[src/rtl/mux_config_writer_if.sv]
// Route-request port and mux register outputs of the GPIO mux config writer.
// The master issues requests; the slave owns the selector and enable registers.
interface mux_config_writer_if #(
  parameter int OUTPUT_COUNT = 4,
  parameter int SEL_WIDTH    = 4
);
  logic                              wr_valid;
  logic                              wr_ready;
  logic [7:0]                        wr_out_idx;
  logic [SEL_WIDTH-1:0]              wr_sel;
  logic                              wr_en;
  logic [OUTPUT_COUNT*SEL_WIDTH-1:0] selectors;
  logic [OUTPUT_COUNT-1:0]           enabled_out;
  logic                              busy;
  logic                              done;
  logic                              err;

  modport master (
    output wr_valid, wr_out_idx, wr_sel, wr_en,
    input  wr_ready, selectors, enabled_out, busy, done, err
  );

  modport slave (
    input  wr_valid, wr_out_idx, wr_sel, wr_en,
    output wr_ready, selectors, enabled_out, busy, done, err
  );
endinterface

[src/rtl/mux_config_writer.sv]
// Break-before-make writer for the console GPIO mux selector/enable registers.
// Done at E0+2G (target enabled) or E0+G (target disabled); wr_ready low while busy.
module mux_config_writer #(
  parameter int INPUT_COUNT  = 4,
  parameter int OUTPUT_COUNT = 4,
  parameter int SEL_WIDTH    = 4,
  parameter int GAP_CYCLES   = 2
) (
  input logic                clk,
  input logic                rst_n,
  mux_config_writer_if.slave bus
);
  localparam int IDX_W = (OUTPUT_COUNT > 1) ? $clog2(OUTPUT_COUNT) : 1;
  localparam int CNT_W = (GAP_CYCLES > 1) ? $clog2(GAP_CYCLES) : 1;
  localparam logic [CNT_W-1:0] CNT_LAST = CNT_W'(GAP_CYCLES - 1);

  typedef enum logic [1:0] {S_IDLE, S_BREAK, S_SETTLE} state_t;

  typedef struct packed {
    logic [IDX_W-1:0]     idx;
    logic [SEL_WIDTH-1:0] sel;
    logic                 en;
  } req_t;

  state_t                            r_state;
  state_t                            w_state_nxt;
  req_t                              r_req;
  req_t                              w_req_in;
  logic [CNT_W-1:0]                  r_cnt;
  logic [OUTPUT_COUNT*SEL_WIDTH-1:0] r_selectors;
  logic [OUTPUT_COUNT-1:0]           r_enabled;
  logic                              r_done;
  logic                              r_err;
  logic                              w_req_ok;
  logic                              w_gap_end;
  logic                              w_accept;
  logic                              w_reject;
  logic                              w_load_sel;
  logic                              w_clr_en;
  logic                              w_set_en;
  logic [IDX_W-1:0]                  w_tgt_idx;
  logic [SEL_WIDTH-1:0]              w_tgt_sel;

  assign w_req_in.idx = bus.wr_out_idx[IDX_W-1:0];
  assign w_req_in.sel = bus.wr_sel;
  assign w_req_in.en  = bus.wr_en;

  assign w_req_ok  = (int'(bus.wr_out_idx) < OUTPUT_COUNT) && (int'(bus.wr_sel) < INPUT_COUNT);
  assign w_gap_end = (r_cnt == CNT_LAST);

  // In IDLE the target comes straight from the port (edge E0); later from the latched request.
  assign w_tgt_idx = (r_state == S_IDLE) ? w_req_in.idx : r_req.idx;
  assign w_tgt_sel = (r_state == S_IDLE) ? w_req_in.sel : r_req.sel;

  always_ff @(posedge clk or negedge rst_n) begin
    if (!rst_n) begin
      r_state <= S_IDLE;
    end else begin
      r_state <= w_state_nxt;
    end
  end

  always_comb begin
    w_state_nxt = r_state;
    w_accept    = 1'b0;
    w_reject    = 1'b0;
    w_load_sel  = 1'b0;
    w_clr_en    = 1'b0;
    w_set_en    = 1'b0;
    case (r_state)
      S_IDLE: begin
        if (bus.wr_valid) begin
          if (w_req_ok) begin
            w_accept = 1'b1;
            if (r_enabled[w_req_in.idx]) begin
              w_state_nxt = S_BREAK;
              w_clr_en    = 1'b1;
            end else begin
              w_state_nxt = S_SETTLE;
              w_load_sel  = 1'b1;
            end
          end else begin
            w_reject = 1'b1;
          end
        end
      end
      S_BREAK: begin
        if (w_gap_end) begin
          w_state_nxt = S_SETTLE;
          w_load_sel  = 1'b1;
        end
      end
      S_SETTLE: begin
        if (w_gap_end) begin
          w_state_nxt = S_IDLE;
          w_set_en    = 1'b1;
        end
      end
      default: w_state_nxt = S_IDLE;
    endcase
  end

  always_ff @(posedge clk or negedge rst_n) begin
    if (!rst_n) begin
      r_req       <= '0;
      r_cnt       <= '0;
      r_selectors <= '0;
      r_enabled   <= '0;
      r_done      <= 1'b0;
      r_err       <= 1'b0;
    end else begin
      r_done <= w_set_en;
      r_err  <= w_reject;
      if (w_accept) begin
        r_req <= w_req_in;
      end
      if ((r_state == S_IDLE) || w_gap_end) begin
        r_cnt <= '0;
      end else begin
        r_cnt <= r_cnt + 1'b1;
      end
      if (w_load_sel) begin
        r_selectors[int'(w_tgt_idx)*SEL_WIDTH +: SEL_WIDTH] <= w_tgt_sel;
      end
      if (w_clr_en) begin
        r_enabled[w_tgt_idx] <= 1'b0;
      end
      if (w_set_en) begin
        r_enabled[w_tgt_idx] <= r_req.en;
      end
    end
  end

  assign bus.wr_ready    = (r_state == S_IDLE);
  assign bus.busy        = (r_state != S_IDLE);
  assign bus.selectors   = r_selectors;
  assign bus.enabled_out = r_enabled;
  assign bus.done        = r_done;
  assign bus.err         = r_err;
endmodule

[src/flat_wrapper.sv]
// flat-port wrapper written by rule: the top's interface ports become plain ports
module mux_config_writer_flat 
#(
  parameter int INPUT_COUNT  = 4,
  parameter int OUTPUT_COUNT = 4,
  parameter int SEL_WIDTH    = 4,
  parameter int GAP_CYCLES   = 2
)
  (clk, rst_n, bus_wr_valid, bus_wr_out_idx, bus_wr_sel, bus_wr_en, bus_wr_ready, bus_selectors, bus_enabled_out, bus_busy, bus_done, bus_err);
  mux_config_writer_if #(.OUTPUT_COUNT(OUTPUT_COUNT), .SEL_WIDTH(SEL_WIDTH)) bus_i ();
  input logic clk;
  input logic rst_n;
  input wire logic [$bits(bus_i.wr_valid)-1:0] bus_wr_valid;
  input wire logic [$bits(bus_i.wr_out_idx)-1:0] bus_wr_out_idx;
  input wire logic [$bits(bus_i.wr_sel)-1:0] bus_wr_sel;
  input wire logic [$bits(bus_i.wr_en)-1:0] bus_wr_en;
  output wire logic [$bits(bus_i.wr_ready)-1:0] bus_wr_ready;
  output wire logic [$bits(bus_i.selectors)-1:0] bus_selectors;
  output wire logic [$bits(bus_i.enabled_out)-1:0] bus_enabled_out;
  output wire logic [$bits(bus_i.busy)-1:0] bus_busy;
  output wire logic [$bits(bus_i.done)-1:0] bus_done;
  output wire logic [$bits(bus_i.err)-1:0] bus_err;
  assign bus_i.wr_valid = bus_wr_valid;
  assign bus_i.wr_out_idx = bus_wr_out_idx;
  assign bus_i.wr_sel = bus_wr_sel;
  assign bus_i.wr_en = bus_wr_en;
  assign bus_wr_ready = bus_i.wr_ready;
  assign bus_selectors = bus_i.selectors;
  assign bus_enabled_out = bus_i.enabled_out;
  assign bus_busy = bus_i.busy;
  assign bus_done = bus_i.done;
  assign bus_err = bus_i.err;
  mux_config_writer #(.INPUT_COUNT(INPUT_COUNT), .OUTPUT_COUNT(OUTPUT_COUNT), .SEL_WIDTH(SEL_WIDTH), .GAP_CYCLES(GAP_CYCLES)) u_core (.clk(clk), .rst_n(rst_n), .bus(bus_i));
endmodule
[config.mk]
export PLATFORM = sky130hd
export DESIGN_NAME = mux_config_writer_flat
export DESIGN_NICKNAME = d
export VERILOG_FILES = /design/src/rtl/mux_config_writer_if.sv /design/src/rtl/mux_config_writer.sv /design/src/flat_wrapper.sv
export SDC_FILE = /design/constraint.sdc
export NUM_CORES = 1
export LEC_CHECK = 0
export CORE_MARGIN = 4
export CORE_UTILIZATION = 40
export DETAILED_ROUTE_END_ITERATION = 16
export PLACE_DENSITY = 0.77
export SLEW_MARGIN = 15
export SYNTH_ARGS = -nofsm -noshare
export SYNTH_HDL_FRONTEND = slang
export SYNTH_SLANG_ARGS = --single-unit
[constraint.sdc]
create_clock -name clk -period 3.5 [get_ports clk]
set_input_delay 0.525 -clock clk [delete_from_list [all_inputs] [get_ports clk]]
set_output_delay 0.525 -clock clk [all_outputs]
set_load 0.05 [all_outputs]
==> results.yml <==
outcome:
  status: "finished, final reports clean"
sta:
  relSlewSlack_pct: 54.9
  finalCriticalPeriod_ns: 2.56
  slew_violations: 0
  tns_ns: 0
  setup_viol: 0
  worst_pin_slew_ns: 0.657
  rsz0062_at_grt: "false"
  fin_skew_ns: 0.00382
  hold_viol: 0
  timing.hold.ws_ns: 0.489
  fmax_mhz: 390
  layout_worst_path_cycle_share_pct: 73.3
synthesis:
  synth_top_area_cell: "dfrtp_1"
  synth_nets: 162
  synth_seq_cells: 32
  synth_area_leaders: "dfrtp_1, o31ai_1, mux2i_1"
  synthCells: 139
  yosysWarnings: 0
  synth-seq-area-share_pct: 48.9
  synth.mux.area_fraction_pct: 12.9
  synthAdderAreaFrac_pct: 5.35
  post-synth-top-area-fraction_pct: 48.9
  synth_xor_area_share_pct: 0
  synth_top_family_by_area: "compound AO/OA/AOI/OAI gates"
  synth_compound_area_share_pct: 17.3
  yosysUniqueCellTypes: 27
  synthSimpleGateAreaFrac_pct: 12.5
  syn_area_mm2: 0.00164
  syn_avg_cell_area_um2: 11.8
final_layout:
  final_common_cell: "clkdlybuf4s50_1"
  regArea_um2: 801
  final_cell_mix: "clkdlybuf4s50_1, dfrtp_1, o31ai_1"
  drive_gt1_share_pct: 14.8
  syn_to_final_growth_pct: 32.2
  finalNetCount: 206
  multi_input_area_um2: 787
  fillerInstances: 322
  antenna_cells: 0
floorplan:
  die_x_um: 72.0
  rows: 22
  boundaryPins: 40
  start_util_pct: 43.1
  dieArea_mm2: 0.00518
  core_area_mm2: 0.00380
  die_y_um: 72.0
worst_hold_path:
  hold_path_class: "register to register"
clock_tree:
  post-cts-setup-buffer-count: 0
  clkSlewWorstSetupHoldPaths_ns: 0.06
  cts_resized: 0
  cts-root-buf: "clkbuf_8"
  clkSinkCount: 32
  cts-hold-fix-buffers: 0
  cts_buffers: 5
  clock_latency_ns: 0.29
  cts_tree: "yes"
  htreeDepth: 2
  cts_buffer_depth: 2
worst_setup_path:
  crit_buf_inv: 0
  crit_path_top_delay_cell: "mux2i_1"
  start_kind: "register"
  path_cells: "nor2_4 -> mux2i_1 -> ha_1 -> or3b_2 -> o31ai_1"
  crit_family: "simple AND/OR/NAND/NOR gates"
  cp_slowest_stage_delay_ns: 0.62
  end_kind: "register"
  cp.required_ns: 3.69
  rrSetupSlack_ns: 0.94
  path_max_fanout: 10
  worstSetupPathType: "register to register"
  critical_path_arrival_ns: 2.76
detailed_routing:
  vias: 1256
  drt_iter0_drc: 118
  via_per_inst: 5.44
  wirelength_um: 3720
  antenna_left: 0
  drc_errors: 0
  drt_first_pass_iters: 4
  wl_per_cell_um: 16.1
power:
  pwr-share-seq_pct: 46.4
  combinationalPowerShare_pct: 17.2
  leakage_nw: 0.980
  p_sw_share_pct: 26.6
  internal_power_mw: 0.610
  cellPowerDensity_mw_per_mm2: 384
  p_clk_share_pct: 36.4
  ir_drop_v: 0.000155
  power.switching_mw: 0.221
global_route:
  track_usage_pct: 15.8
  grt_pass1_wl_um: 6250
  grt_pass1_vias: 1304
  antenna_found_initial: 0
  grt_start_max_net_pins: 33
  overflow: 0
place:
  dp_hpwl_um: 2810
  numPortBuffers: 39
  routabilityCongestion: 0.795
flow_run:
  maxCapViolations: 0
[power groups by stage]
stage               registers (mW)  logic, mW  clock network [mW]
floorplan                    0.396     0.0839                   0
global placement             0.391      0.138                   0
detailed placement           0.392      0.142                   0
CTS                          0.385      0.143               0.311
global route                 0.386      0.154               0.326
finish                       0.385      0.143               0.302
[sequential cells by signal, indices dropped and copies added (netlist names), named ones only]
signal,count
u_core.bus.selectors,16
u_core.r_req,7
u_core.r_state,2
u_core.bus.done,1
u_core.bus.enabled_out,1
u_core.bus.err,1
u_core.r_cnt,1
[synth_stat cells]
library cell / instances
o21ai_0: 8
nand2_1: 7
and2_1: 2
o21ai_1: 9
nand3b_1: 1
nand3_1: 1
mux4_2: 1
buf_6: 2
or4_4: 2
or3b_2: 1
o31ai_1: 16
or3b_4: 1
ha_1: 7
or3_4: 1
o32ai_1: 1
o41ai_4: 1
o211ai_1: 4
dfrtp_1: 32
buf_2: 1
o41a_1: 1
mux2i_1: 11
inv_1: 6
nor2_4: 1
nand2b_2: 4
nor2_1: 6
mux2_2: 7
nand2b_1: 5
[path summary, 6_finish.rpt]
path,from,end,cells past startpoint
max,u_core.r_state[1],u_core.bus.selectors[13],5
min,u_core.r_req[4],u_core.r_req[4],1
max reg2reg,u_core.r_state[1],u_core.bus.selectors[13],5
min reg2reg,u_core.r_req[4],u_core.r_req[4],1
max in group asynchronous,rst_n,u_core.r_req[4],2
min in group asynchronous,rst_n,u_core.bus.selectors[5],2
[area by class of cell]
type                            instances  share of cell area (%)
Timing Repair Buffer                   40                    18.4
Sequential cell                        32                    37.0
Clock buffer                            7                    4.45
Tap cell                               48                    2.77
Inverter                                6                    1.04
Multi-Input combinational cell         98                    36.4
[cells by family (layout without fill, tap and decap cells)]
family                   count (synthesis)  count (layout)
adder cells (fa/ha/maj)                  7               7
flip-flops                              32              32
AO/OA/AOI/OAI                           40              40
AND/OR/NAND/NOR                         32              32
multiplexers                            19              19
buffers and inverters                    9              53
[stage by stage]
step	util [%]	setup WS [ns]	power [mW]	instance area [um^2]	instances
floorplan	-	1.06	0.480	1640	139
global placement	54.4	0.840	0.529	2070	224
detailed placement	54.4	0.756	0.534	2070	224
CTS	57.0	0.931	0.839	2160	231
global route	57.0	0.809	0.866	2160	231
finish	57.0	0.936	0.830	2160	231
[per-layer routing]
layer | GRT usage (%) | share of wire, % | vias up
met5 | 0 | 0 | -
met4 | 9.39 | 2.6 | 0
met3 | 3.19 | 4.8 | 7
met2 | 27.1 | 52 | 37
met1 | 18.0 | 40 | 612
li1 | - | - | 600
No activity file was read; power rests on OpenSTA's default activity.
